**config.mk**
```make
export PLATFORM = sky130hd
export DESIGN_NAME = multicycle_control
export DESIGN_NICKNAME = d
export VERILOG_FILES = /design/src/rtl/multicycle_control.sv
export SDC_FILE = /design/constraint.sdc
export NUM_CORES = 1
export LEC_CHECK = 0
export ABC_AREA = 1
export ABC_CLOCK_PERIOD_IN_PS = 1700
export BUFFER_PORTS_ARGS = -buffer_cell sky130_fd_sc_hd__buf_2
export CAP_MARGIN = 5
export CORE_UTILIZATION = 41
export DETAILED_ROUTE_END_ITERATION = 8
export PLACE_DENSITY = 0.86
export SKIP_CTS_REPAIR_TIMING = 1
export SLEW_MARGIN = 20
export SYNTH_ARGS = -nofsm -noshare
export SYNTH_HDL_FRONTEND = slang
export SYNTH_SLANG_ARGS = --single-unit
```
**constraint.sdc**
```tcl
create_clock -name Clk -period 1.7 [get_ports Clk]
set_clock_uncertainty 0.05 [all_clocks]
set_input_delay 0.255 -clock Clk [delete_from_list [all_inputs] [get_ports Clk]]
set_output_delay 0.255 -clock Clk [all_outputs]
set_load 0.03 [all_outputs]
```
**src/rtl/multicycle_control.sv**
```systemverilog
// Main control FSM of the multicycle MIPS datapath: walks each instruction through
// fetch/decode/execute/memory/writeback and drives the datapath enables, muxes and Aluop.
module multicycle_control #(
  parameter int STATE_W = 4
) (
  input  logic               Clk,
  input  logic               Reset_n,
  input  logic [5:0]         Opcode,
  input  logic               MemReady,
  input  logic               Zero,
  output logic               PCWrite,
  output logic               PCWriteCond,
  output logic               PCEn,
  output logic               IorD,
  output logic               MemRead,
  output logic               MemWrite,
  output logic               IRWrite,
  output logic               MemtoReg,
  output logic               RegDst,
  output logic               RegWrite,
  output logic               AluSrcA,
  output logic [1:0]         AluSrcB,
  output logic [1:0]         Aluop,
  output logic [1:0]         PCSrc,
  output logic               Illegal,
  output logic [STATE_W-1:0] State
);

  localparam logic [5:0] OP_R    = 6'b000000;
  localparam logic [5:0] OP_LW   = 6'b100011;
  localparam logic [5:0] OP_SW   = 6'b101011;
  localparam logic [5:0] OP_BEQ  = 6'b000100;
  localparam logic [5:0] OP_ADDI = 6'b001000;
  localparam logic [5:0] OP_J    = 6'b000010;

  typedef enum logic [STATE_W-1:0] {
    FETCH   = STATE_W'(0),
    DECODE  = STATE_W'(1),
    MEMADR  = STATE_W'(2),
    MEMRD   = STATE_W'(3),
    MEMWB   = STATE_W'(4),
    MEMWR   = STATE_W'(5),
    EXECUTE = STATE_W'(6),
    ALUWB   = STATE_W'(7),
    BRANCH  = STATE_W'(8),
    ADDIEX  = STATE_W'(9),
    ADDIWB  = STATE_W'(10),
    JUMP    = STATE_W'(11),
    IDLE    = STATE_W'(15)
  } state_e;

  state_e state_q, state_d;

  always_ff @(posedge Clk or negedge Reset_n) begin
    if (!Reset_n) state_q <= IDLE;
    else          state_q <= state_d;
  end

  always_comb begin
    state_d     = state_q;
    PCWrite     = 1'b0;
    PCWriteCond = 1'b0;
    IorD        = 1'b0;
    MemRead     = 1'b0;
    MemWrite    = 1'b0;
    IRWrite     = 1'b0;
    MemtoReg    = 1'b0;
    RegDst      = 1'b0;
    RegWrite    = 1'b0;
    AluSrcA     = 1'b0;
    AluSrcB     = 2'b00;
    Aluop       = 2'b00;
    PCSrc       = 2'b00;
    Illegal     = 1'b0;
    case (state_q)
      IDLE: state_d = FETCH;
      FETCH: begin
        // IR and PC+4 commit only on the cycle the memory actually returns data.
        MemRead = 1'b1;
        AluSrcB = 2'b01;
        IRWrite = MemReady;
        PCWrite = MemReady;
        if (MemReady) state_d = DECODE;
      end
      DECODE: begin
        AluSrcB = 2'b11;
        case (Opcode)
          OP_LW, OP_SW: state_d = MEMADR;
          OP_R:         state_d = EXECUTE;
          OP_BEQ:       state_d = BRANCH;
          OP_ADDI:      state_d = ADDIEX;
          OP_J:         state_d = JUMP;
          default: begin
            state_d = FETCH;
            Illegal = 1'b1;
          end
        endcase
      end
      MEMADR: begin
        AluSrcA = 1'b1;
        AluSrcB = 2'b10;
        state_d = (Opcode == OP_LW) ? MEMRD : MEMWR;
      end
      MEMRD: begin
        MemRead = 1'b1;
        IorD    = 1'b1;
        if (MemReady) state_d = MEMWB;
      end
      MEMWB: begin
        RegWrite = 1'b1;
        MemtoReg = 1'b1;
        state_d  = FETCH;
      end
      MEMWR: begin
        MemWrite = 1'b1;
        IorD     = 1'b1;
        if (MemReady) state_d = FETCH;
      end
      EXECUTE: begin
        AluSrcA = 1'b1;
        Aluop   = 2'b10;
        state_d = ALUWB;
      end
      ALUWB: begin
        RegWrite = 1'b1;
        RegDst   = 1'b1;
        state_d  = FETCH;
      end
      BRANCH: begin
        AluSrcA     = 1'b1;
        Aluop       = 2'b01;
        PCWriteCond = 1'b1;
        PCSrc       = 2'b01;
        state_d     = FETCH;
      end
      ADDIEX: begin
        AluSrcA = 1'b1;
        AluSrcB = 2'b10;
        state_d = ADDIWB;
      end
      ADDIWB: begin
        RegWrite = 1'b1;
        state_d  = FETCH;
      end
      JUMP: begin
        PCWrite = 1'b1;
        PCSrc   = 2'b10;
        state_d = FETCH;
      end
      default: state_d = FETCH;
    endcase
  end

  assign PCEn  = PCWrite | (PCWriteCond & Zero);
  assign State = state_q;

endmodule

```
==> impl_metrics.ini <==
[run_status]
status = finished, violations left
violations = negative setup slack

[logic_synthesis]
ys_warn_count = 0
synth-seq-cells = 4
synth_cells = 99
synthTopCellsByCount = 26 x nand2_1, 24 x nor2_1, 16 x inv_1
ys_types = 17
synth_edf_count = 0
synth_flop_cell = dfstp_2
syn_area_per_cell_um2 = 5.37
synthArstFlopShare_pct = 100
ys_top_cells_by_area = dfstp_2 20%, nand2_1 18%, nor2_1 17%
yosys.area.top_type = dfstp_2
yosysMostFrequentCell = nand2_1
syn_area_um2 = 532
yosysTopAreaCellShare_pct = 19.8
syn_nets = 109
yosysSeqAreaShare_pct = 19.8

[timing]
fin_ws_ns = -0.107
max_freq_ghz = 0.553
worstMarginPinSlew_ns = 0.341
setup_violations = 11
finalCriticalPeriod_ns = 1.81
relSlewSlack_pct = 77.2
tns_ns = -0.478
finalCritPeriodShare_pct = 106
rsz0062_at_grt = yes
hold_violations = 0
drv_slew = 0

[die]
core.rowCount = 12
boundaryPins = 32
core_area_um2 = 1160
start_util_pct = 46.0
die_x_um = 38.0
die_h_um = 38.0
die-area_um2 = 1450

[layout]
largest_reg_flops = 4
nNetsFinal = 155
area_delta_synth_final_pct = 84.0
diodes = 0
drive_above_1_share_pct = 55.9
regArea_um2 = 105
final_cells = 157
multi_input_area_um2 = 468
fill_cells = 64

[worst_setup_path]
required_ns = 1.39
crit_start = State[2]
end_kind = output port
worstPathArrival_ns = 1.50
r2r-start = State[1]
path_max_fanout = 6
criticalPathCategory = register to output port
crit_path_start_kind = register
reg2reg_depth = 9

[global_routing]
gr-usage-met2_pct = 35.8
grt_pass1_vias = 577
grt_overflow = 0
grt_pass1_wl_um = 2300
grt.busiest_layer = met2
use_met1_pct = 31.7
grt_antenna_before_repair = 0
use_met3_pct = 3.49
track_usage_pct = 22.9
grt_start_max_net_pins = 9

[route]
drtPass1Iterations = 4
num_vias = 857
drc = 0
drtAntennaViolNets = 0
drt-total-wl_um = 2420
wire_per_inst_um = 15.4
drt_iter0_markers = 74
viasPerCell = 5.46

[clock_network]
numCtsBuffers = 3
root_buffer = clkbuf_4
clockBufferDepth = 2
cts_tree = yes
clkTransAtPathRegs_ns = 0.04
h-tree-depth = 1
clk_latency_ns = 0.24
clock-sinks = 4

[place]
gp_congestion = 0.859
port_buffers = 31
dpl.cell_count = 145
dp_hpwl_um = 1250

[hold_path]
worstHoldPathCells = 4
hp-start = MemReady
hold_class = primary input to register

[pwr]
power_density_nw_per_um2 = 1680
p_leak_nw = 0.562
total_power_mw = 1.65
vdd_drop_max_uv = 1090

[flow_run]
drv_cap = 0
-- cell usage in the layout (no fill, tap or decap) --
| cell type | count |
|---|---|
| dlygate4sd3_1 | 1 |
| buf_4 | 10 |
| buf_6 | 8 |
| clkbuf_4 | 5 |
| buf_2 | 21 |
| nand2_1 | 20 |
| inv_1 | 10 |
| nor3_1 | 1 |
| nor2_4 | 5 |
| nor2_2 | 3 |
| o21ai_2 | 2 |
| nand3_2 | 1 |
| nand2_4 | 8 |
| dfstp_2 | 4 |
| o21ai_1 | 1 |
| o22ai_4 | 1 |
| nand4_1 | 1 |
| nand2_2 | 2 |
| nor2_1 | 17 |
| nand3_1 | 11 |
| a21o_2 | 1 |
| nor3b_4 | 1 |
| inv_4 | 1 |
| o21ai_0 | 1 |
| inv_2 | 7 |
-- final timing paths --
kind / slack, ns / endpoint
worst max-delay path: -0.11 / PCEn
worst min-delay path: 0.34 / State[0]
worst max register to register: 0.21 / State[2]
worst min register to register: 0.58 / State[3]
max in group asynchronous: 1.10 / State[2]
min in group asynchronous: 0.48 / State[3]
-- metrics by stage --
step           util (%)  hold WS (ns)  worst slack [ns]  instance area, µm²
3_5_place_dp       65.0         0.205             0.110                 752
3_3_place_gp       65.0         0.193             0.166                 752
5_1_grt            84.6         0.346            -0.145                 978
2_1_floorplan         -        0.0572           -0.0481                 572
4_1_cts            67.0       -0.0470            -0.146                 774
6_report           84.6         0.344            -0.107                 978
-- logic make-up (layout without fill, tap and decap cells) --
group / after synthesis / in the layout / share of synthesized area [%]
AND/OR/NAND/NOR: 70 / 70 / 59.8
buffers and inverters: 19 / 63 / 14.1
AO/OA/AOI/OAI: 6 / 6 / 6.35
flip-flops: 4 / 4 / 19.8
-- final cells by class --
type | instances | share of cell area [%]
clock buffers | 3 | 2.30
inverters | 18 | 7.16
multi-input cells | 76 | 47.8
flip-flops and latches | 4 | 10.7
well taps | 14 | 1.79
repair buffers | 42 | 30.2
-- critical path, cell delays in order (launching register included) --
cell and delay (ns):
dfstp_2 0.62, inv_4 0.07, nand2_4 0.13, o22ai_4 0.09, a21o_2 0.22, buf_6 0.14
-- report_power, final --
part,internal [mW],switching [mW]
sequential,0.143,0.0824
clock,0.0795,0.0462
combinational,0.516,0.778
-- per-layer routing --
metal,share of wire (%),vias to the layer above
li1,-,396
met1,37,383
met2,52,65
met3,7.9,13
met4,3.1,0
met5,0,-
No activity file was read; power rests on OpenSTA's default activity.
